===== src/rtl/clk_div_bank.sv =====
`default_nettype none
// ============================================================================
// Module      : clk_div_bank
// Description : Lock-qualified bank of independent integer clock dividers with
//               glitch-free, period-aligned ratio updates.
// Revision    : 1.0 - initial release
// ============================================================================
module clk_div_bank #(
    parameter int NUM_CH      = 2,
    parameter int CNT_W       = 8,
    parameter int LOCK_CYCLES = 16,
    parameter int DEFAULT_DIV = 2
) (
    input  logic                      clk,
    input  logic                      rst_n,
    input  logic                      pll_locked,
    input  logic [NUM_CH-1:0]         ch_en,
    input  logic [NUM_CH*CNT_W-1:0]   div_val,
    input  logic                      div_load,
    output logic [NUM_CH-1:0]         clk_div,
    output logic [NUM_CH-1:0]         clk_en,
    output logic                      ready
);

    localparam logic [1:0]       c_ST_WAIT_LOCK = 2'd0;
    localparam logic [1:0]       c_ST_STABILIZE = 2'd1;
    localparam logic [1:0]       c_ST_RUN       = 2'd2;
    localparam int               c_STAB_W       = 8;
    localparam logic [c_STAB_W-1:0] c_STAB_LAST = c_STAB_W'(LOCK_CYCLES - 1);
    localparam logic [CNT_W-1:0] c_DEFAULT_DIV  = CNT_W'(DEFAULT_DIV);
    localparam logic [CNT_W-1:0] c_ONE          = CNT_W'(1);

    logic                r_sync1;
    logic                r_lock_s;
    logic [1:0]          r_state;
    logic [c_STAB_W-1:0] r_stab_cnt;
    logic                r_ready;
    logic                w_run;

    always_ff @(posedge clk or negedge rst_n) begin
        if (!rst_n) begin
            r_sync1  <= 1'b0;
            r_lock_s <= 1'b0;
        end else begin
            r_sync1  <= pll_locked;
            r_lock_s <= r_sync1;
        end
    end

    always_ff @(posedge clk or negedge rst_n) begin
        if (!rst_n) begin
            r_state    <= c_ST_WAIT_LOCK;
            r_stab_cnt <= '0;
            r_ready    <= 1'b0;
        end else begin
            r_ready <= (r_state == c_ST_RUN);
            case (r_state)
                c_ST_WAIT_LOCK: begin
                    if (r_lock_s) begin
                        r_state    <= c_ST_STABILIZE;
                        r_stab_cnt <= '0;
                    end
                end
                c_ST_STABILIZE: begin
                    if (!r_lock_s) begin
                        r_state <= c_ST_WAIT_LOCK;
                    end else if (r_stab_cnt == c_STAB_LAST) begin
                        r_state <= c_ST_RUN;
                    end else begin
                        r_stab_cnt <= r_stab_cnt + 1'b1;
                    end
                end
                c_ST_RUN: begin
                    if (!r_lock_s) begin
                        r_state <= c_ST_WAIT_LOCK;
                    end
                end
                default: r_state <= c_ST_WAIT_LOCK;
            endcase
        end
    end

    // Channels drop out on the same edge the FSM leaves RUN.
    assign w_run = (r_state == c_ST_RUN) && r_lock_s;
    assign ready = r_ready;

    generate
        for (genvar i = 0; i < NUM_CH; i++) begin : g_ch
            logic [CNT_W-1:0] r_cnt;
            logic [CNT_W-1:0] r_active_div;
            logic [CNT_W-1:0] r_shadow_div;
            logic             r_div;
            logic             r_en;
            logic             w_active;
            logic             w_bypass;
            logic             w_wrap;
            logic [CNT_W-1:0] w_half;

            assign w_active = w_run && ch_en[i];
            assign w_bypass = (r_active_div <= c_ONE);
            assign w_wrap   = (r_cnt == r_active_div - c_ONE);
            assign w_half   = r_active_div >> 1;

            // The active ratio only follows the shadow at a period boundary,
            // so a ratio change never shortens or stretches a running period.
            always_ff @(posedge clk or negedge rst_n) begin
                if (!rst_n) begin
                    r_cnt        <= '0;
                    r_active_div <= c_DEFAULT_DIV;
                    r_shadow_div <= c_DEFAULT_DIV;
                    r_div        <= 1'b0;
                    r_en         <= 1'b0;
                end else begin
                    if (div_load) begin
                        r_shadow_div <= div_val[i*CNT_W +: CNT_W];
                    end
                    if (!w_active) begin
                        r_cnt        <= '0;
                        r_div        <= 1'b0;
                        r_en         <= 1'b0;
                        r_active_div <= r_shadow_div;
                    end else if (w_bypass) begin
                        r_cnt        <= '0;
                        r_div        <= 1'b0;
                        r_en         <= 1'b1;
                        r_active_div <= r_shadow_div;
                    end else begin
                        r_div <= (r_cnt < w_half);
                        r_en  <= w_wrap;
                        if (w_wrap) begin
                            r_cnt        <= '0;
                            r_active_div <= r_shadow_div;
                        end else begin
                            r_cnt <= r_cnt + c_ONE;
                        end
                    end
                end
            end

            assign clk_div[i] = r_div;
            assign clk_en[i]  = r_en;
        end
    endgenerate

endmodule
`default_nettype wire


===== config.mk =====
export PLATFORM = sky130hd
export DESIGN_NAME = clk_div_bank
export DESIGN_NICKNAME = d
export VERILOG_FILES = /design/src/rtl/clk_div_bank.sv
export SDC_FILE = /design/constraint.sdc
export NUM_CORES = 1
export LEC_CHECK = 0
export CORE_ASPECT_RATIO = 0.7
export CORE_MARGIN = 8
export CORE_UTILIZATION = 53
export CTS_BUF_LIST = sky130_fd_sc_hd__clkbuf_16
export CTS_CLUSTER_SIZE = 8
export DETAILED_ROUTE_END_ITERATION = 10
export PLACE_DENSITY = 0.77
export REMOVE_ABC_BUFFERS = 1
export SLEW_MARGIN = 30
export SYNTH_ARGS = -nofsm -noshare
export SYNTH_HDL_FRONTEND = slang
export SYNTH_SLANG_ARGS = --single-unit

===== constraint.sdc =====
create_clock -name clk -period 2.6 [get_ports clk]
set_clock_uncertainty 0.05 [all_clocks]
set_input_delay 0.78 -clock clk [delete_from_list [all_inputs] [get_ports clk]]
set_output_delay 0.78 -clock clk [all_outputs]
set_load 0.005 [all_outputs]

After elaboration in Yosys (flattened, before gate mapping)
Cells that the tools add are included.
- word-level logic and storage cells: 72
- output and inout bits: 5
- bits in registers: 65
- eq/ne operators: 12
- reduce and logical (&&, ||, !) cells: 7
- order comparisons: 4
- add/subtract/negate cells: 5
- muxes and demuxes: 29
- operators by type and width (operator ; number):
    8-bit 2-to-1 mux ; 15
    8-bit by 1-bit adder with 8-bit output, second input constant ; 3
    8-bit equality test ; 2
    8-bit by 1-bit less-or-equal comparator with 1-bit output, second input constant ; 2
    8-bit by 7-bit < comparator with 1-bit output ; 2
    8-bit case mux with 2 select lines ; 1
    8-bit by 1-bit subtractor with 8-bit output, second input constant ; 2
    8-bit by 4-bit equality test with 1-bit output, second input constant ; 1
    1-bit 2-to-1 mux ; 8
    2-bit 2-to-1 mux ; 4
    2-bit inequality test, second input constant ; 4
    3-bit by 1-bit inequality test with 1-bit output, second input constant ; 2
    2-bit case mux with 3 select lines ; 1
    4-bit AND reduction ; 1
    1-bit logical AND ; 3
    3-bit inequality test, second input constant ; 1
    3-bit AND reduction ; 1
    2-bit by 1-bit equality test with 1-bit output, second input constant ; 1
    2-bit equality test, second input constant ; 1
    2-bit logical NOT ; 1
    2-bit nonzero test ; 1

Longest topological paths before layout
Gate-level depths: netlist (run 1).
- depth after elaboration: 5
- depth in mapped cells: 8
- depth with buffers taken out: 7

Worst setup path before layout (run 1)
Ideal clock, no wire load.
- path kind: flip-flop to flip-flop
- start point: register g_ch[0].r_active_div[0]
- end point: register g_ch[0].r_active_div[6]
- stages on the path, launching flop included: 9
- required time: 2.425 ns
- path buffers: 1
- slack: -0.101 ns
- period minus slack after synthesis: 2.701 ns
- arrival: 2.525 ns
- cells stage by stage: dfrtp_1 inv_1 ha_1 or3b_4 or4_4 a2111oi_4 a31oi_4 buf_6 mux2_4
- longest elaborated chain between the ends: 3
- ends and longest elaborated chain (what ; RTL line ; RTL):
    start: declaration ; 90 ; logic [CNT_W-1:0] r_active_div;
    start signal: assignment ; 109 ; r_active_div <= c_DEFAULT_DIV;
    start signal: assignment ; 121 ; r_active_div <= r_shadow_div;
    start signal: assignment ; 126 ; r_active_div <= r_shadow_div;
    8-bit by 1-bit subtractor with 8-bit output / 8-bit by 1-bit less-or-equal comparator with 1-bit output (equally long branches) ; 101, 100 ;
    8-bit equality test / 8-bit 2-to-1 mux (equally long branches) ; 101, 122 ;
    3-bit by 1-bit inequality test with 1-bit output (no source line) / 8-bit 2-to-1 mux (equally long branches) ; n/a ;
Parallel ways exist; a longest one is shown, timed or not.
A chain may end at the register's enable or synchronous reset.

Worst setup path in the final report (run 1)
- start point: register g_ch[0].r_active_div[0]
- end point: register g_ch[0].r_active_div[7]
The elaborated chain is that of the path after synthesis.

==> reports/qor.txt, run 1 <==
===========================================================================================
Critical Path Source                                                           g_ch[0].r_active_div[0]
Area of the multi-input gates                                                   0.00178 mm2
CTS Buffer Depth                                                                          2
Number of rows created at floorplan                                                      25
Grt ovf                                                                                   0
Footprint of the flip-flops and latches                                         0.00163 mm2
HPWL reported at the end of detailed placement                                      5260 um
I/O pin count                                                                            27
Worst hold-check path type                                                       reg -> reg
Required time worst endpoint                                                        2760 ps
Core Box Area                                                                   0.00660 mm2
Number of antenna violations at the first check in global routing                         0
Total power consumption of the routed design                                      0.00261 W
Leakage power of the design                                                         1.96 nW
RSZ-0062 raised after global routing                                                   true
Crit path arrival time                                                              2760 ps
Final cycle utilization of the critical path                                          0.999
Synth warn                                                                                0
Worst setup path class                                                           reg -> reg
Placer's final routability congestion estimate                                        0.886
Run status                                                                     finished clean
Post-Synthesis Mean Instance Area                                                  10.8 um2
Post-detailed-placement cell area                                               0.00402 mm2
Final hold violation count                                                                0
Largest driver fanout on the critical path                                                8
Total routing usage reported by global routing                                        0.166
Maximum Capacitance Violations                                                            0
Number of clock buffers inserted by TritonCTS                                             9
Worst-path clk slew                                                                   50 ps
Final setup slack of the worst path                                                 2.77 ps
Share of flip-flops with an asynchronous set or reset after synthesis                  1.00
Later-pin clock latency in the skew report                                           320 ps
Detailed-route wire length per cell                                                 15.5 um
Number of instances in the synthesized netlist                                          327
Width of the chip                                                                    114 um
Slew headroom                                                                         0.685
Final critical path time including I/O delays and setup                             2600 ps
Synth Register Bits                                                                      65
Clk sinks                                                                                65
H-tree level count                                                                        3
Power per standard cell area                                                     603 mW/mm2
Number of design-rule violations left by the first detailed-router iteration            114
Peak VDD IR                                                                        0.399 mV
Register-to-Register Path Depth                                                           7
Startpoint type of the worst setup path                                            register
Total number of vias                                                                  2,582
Chip height                                                                         84.4 um
Number of failing setup endpoints in the final timing report                              0
Tightest hold margin                                                                 302 ps
Pin count of the biggest net entering global routing                                     28
Startpoint of the lowest-slack register-to-register path                       g_ch[0].r_active_div[0]
Critical path endpoint                                                         g_ch[0].r_active_div[7]
Proportion of synthesized chip area in sequential cells                               0.461
Total Nets Final                                                                        416
Post-Place Setup Slack                                                             -47.8 ps
Floorplan die area                                                              0.00959 mm2
Vias in the first global route                                                        2,621
Crit end category                                                                  register
Residual DRC count                                                                        0
Share of layout cells above drive strength 1                                          0.195
Post-route cell area                                                            0.00433 mm2
Maximum operating frequency                                                         385 MHz
Number of buffers inserted by port buffering                                             26
Area grow syn2layout                                                                  22.3%
Synth Cell Area                                                                 0.00354 mm2
Detailed-route wire length                                                          7360 um
Final Util                                                                            0.656
Unique cell type count in the Yosys netlist                                              48
Router iterations before antenna repair                                                   5
Destination of the worst register-to-register timing path                      g_ch[0].r_active_div[7]
Transition at the pin with the smallest max-transition slack                         472 ps
FILL cells                                                                              488
Leading register cell type out of synthesis                                    sky130_fd_sc_hd__dfrtp_1
Number of diodes                                                                          0
Master cell of the clock root buffer                                           sky130_fd_sc_hd__clkbuf_16
Post-route antenna net violation count                                                    0
Via-per-instance ratio                                                                 5.45
TritonCTS clock tree                                                                  built
Max-slew violation total from the final report                                            0
Setup slack, reg-to-reg                                                                3 ps
Wire length of the first global-routing pass                                      12,700 um
Starting utilization of the core area                                                 0.536
Count of flip-flops with a built-in enable after synthesis                                0
===========================================================================================
-- logic make-up (layout without fill, tap and decap cells) --
family	count (synthesis)	in the layout	synth area share
buffers and inverters	33	85	0.0414
multiplexers	22	22	0.0721
XOR/XNOR	37	37	0.0916
adder cells (fa/ha/maj)	19	19	0.0672
flip-flops	65	65	0.461
AO/OA/AOI/OAI	52	53	0.115
AND/OR/NAND/NOR	99	99	0.152
-- area by class of cell --
cell class	instances	area share
Clock inverter	7	0.0144
Inverter	22	0.0191
Tap cell	94	0.0272
Clock buffer	9	0.0520
Multi-Input combinational cell	230	0.411
Sequential cell	65	0.377
Timing Repair Buffer	47	0.0991
-- registers in the layout (all words and copies together) (netlist names) --
register and cells:
g_ch.r_shadow_div 16, r_lock_s 1, g_ch.r_cnt 16, r_state 2, g_ch.r_div 2, ready 1, g_ch.r_en 2, g_ch.r_active_div 16
r_stab_cnt 8, r_sync1 1
-- worst max-delay path: stages (launching register included) --
cell and delay [ps]:
sky130_fd_sc_hd__dfrtp_1 370, sky130_fd_sc_hd__inv_1 60, sky130_fd_sc_hd__ha_2 160, sky130_fd_sc_hd__or3b_4 370, sky130_fd_sc_hd__or4_4 440, sky130_fd_sc_hd__a2111oi_4 440, sky130_fd_sc_hd__a31oi_4 240, sky130_fd_sc_hd__mux2_4 350
-- report_power, final --
group | internal (W) | switching, W
clock network | 0.000731 | 0.000428
logic | 0.000166 | 0.000156
registers | 0.00108 | 0.0000551
-- cell usage after synthesis (all sizes together) (4+ instances only) --
| cell | instances | area share |
|---|---|---|
| dfrtp | 61 | 0.43 |
| xnor2 | 25 | 0.062 |
| inv | 22 | 0.023 |
| mux2 | 22 | 0.072 |
| ha | 19 | 0.067 |
| nand2 | 15 | 0.016 |
| nand3 | 14 | 0.020 |
| nor3 | 14 | 0.020 |
| o21ai | 14 | 0.020 |
| nor2 | 13 | 0.014 |
| xor2 | 12 | 0.030 |
| and2 | 8 | 0.014 |
| o32ai | 8 | 0.020 |
| and3 | 6 | 0.011 |
| buf | 6 | 0.013 |
| clkbuf | 5 | 0.0053 |
| nand4 | 5 | 0.0088 |
| nor2b | 5 | 0.0088 |
| a21o | 4 | 0.0085 |
| dfstp | 4 | 0.030 |
| nand2b | 4 | 0.0071 |
| nor3b | 4 | 0.0085 |
-- cells in the final DEF (no fill, tap or decap), types with 4 or more instances in the layout --
cell,n
sky130_fd_sc_hd__nor3_1,14
sky130_fd_sc_hd__o32ai_1,8
sky130_fd_sc_hd__clkbuf_16,9
sky130_fd_sc_hd__nor3b_1,4
sky130_fd_sc_hd__nor2b_1,5
sky130_fd_sc_hd__and3_1,6
sky130_fd_sc_hd__nand2_1,15
sky130_fd_sc_hd__nand2b_1,4
sky130_fd_sc_hd__mux2_2,20
sky130_fd_sc_hd__clkdlybuf4s50_1,25
sky130_fd_sc_hd__o21ai_0,14
sky130_fd_sc_hd__and2_1,5
sky130_fd_sc_hd__dfrtp_1,61
sky130_fd_sc_hd__ha_1,18
sky130_fd_sc_hd__xor2_1,12
sky130_fd_sc_hd__inv_1,22
sky130_fd_sc_hd__buf_4,19
sky130_fd_sc_hd__dfstp_2,4
sky130_fd_sc_hd__nand4_1,5
sky130_fd_sc_hd__a21o_1,4
sky130_fd_sc_hd__xnor2_1,25
sky130_fd_sc_hd__nor2_1,13
sky130_fd_sc_hd__nand3_1,14
-- per-stage QoR --
stage | instances | setup TNS (ps)
after CTS | 474 | 0
after global placement | 457 | 0
after floorplan | 316 | -86.9
after detailed placement | 457 | -265
final | 474 | 0
after global routing | 474 | -377
-- metal layers --
layer | part of all wire | up-vias | GRT usage
met4 | 0.016 | 0 | 0.0699
li1 | - | 1264 | -
met2 | 0.43 | 56 | 0.229
met5 | 0 | - | 0
met3 | 0.049 | 13 | 0.0501
met1 | 0.51 | 1249 | 0.233
-- worst min-delay path by stage --
stage / from / to / cells past startpoint
floorplan: r_sync1 / r_lock_s / 0
global placement: r_sync1 / r_lock_s / 0
detailed placement: r_sync1 / r_lock_s / 0
CTS: r_sync1 / r_lock_s / 0
global route: r_sync1 / r_lock_s / 0
finish: r_sync1 / r_lock_s / 0
-- timing repair --
item                       in CTS  in global routing
hold buffers                    0                  0
setup endpoints to repair      10                 11
resized for setup               0                  5
pin swaps                       2                  0
buffers inserted                0                  0
gates cloned                    1                  0
Power figures use the tool's default switching activity.
==> run 2, diff against run 1 <==
--- a/config.mk
+++ b/config.mk
@@ -11,7 +11,7 @@
 export CTS_BUF_LIST = sky130_fd_sc_hd__clkbuf_16
 export CTS_CLUSTER_SIZE = 8
 export DETAILED_ROUTE_END_ITERATION = 10
-export PLACE_DENSITY = 0.77
+export PLACE_DENSITY = 0.88
 export REMOVE_ABC_BUFFERS = 1
 export SLEW_MARGIN = 30
 export SYNTH_ARGS = -nofsm -noshare
==> constraint.sdc (replaced) <==
create_clock -name clk -period 2.3 [get_ports clk]
set_clock_uncertainty 0.05 [all_clocks]
set_input_delay 0.69 -clock clk [delete_from_list [all_inputs] [get_ports clk]]
set_output_delay 0.69 -clock clk [all_outputs]
set_load 0.005 [all_outputs]
==> run 2 against run 1 <==
The run now ends with setup timing left; wire length up 13%; cell area up 3.2%; flip-flop and latch count unchanged; combinational power up 20%; highest routed layer unchanged; critical path depth up 1; non-clock buffer count up 7; die area unchanged; first-iteration DRC count up 100%; via count up 4.5%; total power up 18%; critical endpoint is now g_ch[0].r_active_div[6]; register-to-register slack worse by 340 ps; utilization up 2.1 points.
==> reports/qor.txt, run 2 (synthesized netlist as in run 1, its figures left out) <==
===========================================================================================
Width of the chip                                                                    114 um   unchanged
Starting utilization of the core area                                                 0.536   unchanged
Share of layout cells above drive strength 1                                          0.227   +0.0327
Crit path arrival time                                                              2800 ps   +40 ps
Worst setup path class                                                           reg -> reg
Final cycle utilization of the critical path                                           1.14   +0.146
Core Box Area                                                                   0.00660 mm2   unchanged
Post-route antenna net violation count                                                    0   unchanged
Area grow syn2layout                                                                  26.2%
Startpoint type of the worst setup path                                            register
I/O pin count                                                                            27   unchanged
Later-pin clock latency in the skew report                                           330 ps   about the same
Slew headroom                                                                         0.697   +0.0123
Total Nets Final                                                                        423   +1.7%
Final hold violation count                                                                0   unchanged
H-tree level count                                                                        3   unchanged
Total routing usage reported by global routing                                        0.189   +0.0234
Worst hold-check path type                                                      in -> async
Post-detailed-placement cell area                                               0.00405 mm2   +0.69%
Crit end category                                                                  register
Largest driver fanout on the critical path                                                7   -1
Non-Filler Instances                                                                    481   +1.5%
Post-route cell area                                                            0.00447 mm2   +3.2%
Leakage power of the design                                                         2.02 nW   +3.2%
Number of clock buffers inserted by TritonCTS                                             9   unchanged
Power per standard cell area                                                     692 mW/mm2   +15%
Worst-path clk slew                                                                   60 ps   about the same
Residual DRC count                                                                        0   unchanged
Vias in the first global route                                                        2,889   +10%
Cells after DPL                                                                         459   +0.44%
Violated checks                                                                setup timing
Detailed-route wire length per cell                                                 17.4 um   +12%
Number of rows created at floorplan                                                      25   unchanged
Master cell of the clock root buffer                                           sky130_fd_sc_hd__clkbuf_16
Pin count of the biggest net entering global routing                                     57   +100%
Transition at the pin with the smallest max-transition slack                         443 ps   -29.9 ps
Number of diodes                                                                          0   unchanged
CTS Buffer Depth                                                                          2   unchanged
Via-per-instance ratio                                                                 5.61   +3.0%
Maximum Capacitance Violations                                                            0   unchanged
Setup slack, reg-to-reg                                                             -330 ps   -340 ps
Floorplan die area                                                              0.00959 mm2   unchanged
Detailed-route wire length                                                          8360 um   +13%
Clk sinks                                                                                65   unchanged
HPWL reported at the end of detailed placement                                      5620 um   +6.9%
Maximum operating frequency                                                         380 MHz   -1.4%
Peak VDD IR                                                                        0.384 mV   -3.6%
Grt ovf                                                                                   0   unchanged
Placer's final routability congestion estimate                                        0.889   +0.34%
TritonCTS clock tree                                                                  built
Chip height                                                                         84.4 um   unchanged
Largest registers ranked by flip-flop count                                    g_ch.r_active_div: 16 flops, g_ch.r_cnt: 16 flops, g_ch.r_shadow_div: 16 flops
Final Util                                                                            0.677   +0.0209
Run status                                                                     finished with violations
Required time worst endpoint                                                        2460 ps   -300 ps
Number of failing setup endpoints in the final timing report                             17   +17
Hold buffers post-CTS                                                                     0   unchanged
Leading cell types in the layout, fill and taps excluded                       sky130_fd_sc_hd__dfrtp_1 (61), sky130_fd_sc_hd__xnor2_1 (25), sky130_fd_sc_hd__clkdlybuf4s50_1 (25)
Total number of vias                                                                  2,699   +4.5%
Number of buffers inserted by port buffering                                             26   unchanged
Most common cell after layout, fill and taps aside                             sky130_fd_sc_hd__dfrtp_1
Final critical path time including I/O delays and setup                             2630 ps   +35.7 ps
Number of antenna violations at the first check in global routing                         0   unchanged
Final setup slack of the worst path                                                 -333 ps   -336 ps
Router iterations before antenna repair                                                   4   -1
Post-Place Setup Slack                                                              -372 ps   -324 ps
Number of design-rule violations left by the first detailed-router iteration            233   +100%
Max-slew violation total from the final report                                            0   unchanged
Wire length of the first global-routing pass                                      14,300 um   +13%
RSZ-0062 raised after global routing                                                   true
===========================================================================================
## run 2: area by class of cell
| class | instances | area [um2] |
|---|---|---|
| flip-flops and latches | 65 | 1630 |
| inverters | 22 | 82.6 |
| well taps | 94 | 118 |
| multi-input cells | 230 | 1820 |
| clock inverters | 7 | 87.6 |
| clock buffers | 9 | 225 |
| repair buffers | 54 | 505 |
| fillers | 460 | 2130 |
## run 2: per-layer routing
metal  vias to the layer above  global-route usage  part of all wire
li1                       1276                   -                 -
met3                        13              0.0723             0.064
met5                         -                   0                 0
met2                        66               0.293              0.47
met1                      1344               0.241              0.46
met4                         0              0.0506             0.015
## run 2: metrics by stage
stage          TNS, ps  hold slack [ps]  total power [W]
2_1_floorplan    -3920              281          0.00149
3_3_place_gp     -3360              285          0.00164
3_5_place_dp     -4670              290          0.00166
4_1_cts          -3380              182          0.00310
5_1_grt          -5290              183          0.00322
6_report         -4470              173          0.00309
## run 2: critical path, cell delays in order, from the launching register on
cell	delay [ps]
sky130_fd_sc_hd__dfrtp_1	370
sky130_fd_sc_hd__inv_1	60
sky130_fd_sc_hd__ha_2	170
sky130_fd_sc_hd__or3b_4	410
sky130_fd_sc_hd__or4_4	450
sky130_fd_sc_hd__a2111oi_4	290
sky130_fd_sc_hd__buf_4	200
sky130_fd_sc_hd__a31oi_4	170
sky130_fd_sc_hd__mux2_4	350
## run 2: power breakdown
part | leakage, nW | internal (W) | switching [W]
combinational | 1.04 | 0.000192 | 0.000193
sequential | 0.823 | 0.00122 | 0.0000616
clock | 0.156 | 0.000938 | 0.000492
total | 2.02 | 0.00235 | 0.000746
## run 2: what timing repair did
item,in CTS,in global routing
gates cloned,1,0
pin swaps,5,2
hold endpoints to repair,0,0
resized for setup,11,6
endpoints found under the setup margin,16,32
setup buffers,4,1
## run 2: final timing paths
kind | start | end | cells past startpoint
min reg2reg | r_sync1 | r_lock_s | 0
min in group clk | r_sync1 | r_lock_s | 0
min | rst_n | r_stab_cnt[4] | 1
max | g_ch[0].r_active_div[0] | g_ch[0].r_active_div[6] | 8
max in group asynchronous | rst_n | g_ch[1].r_active_div[1] | 2
max reg2reg | g_ch[0].r_active_div[0] | g_ch[0].r_active_div[6] | 8
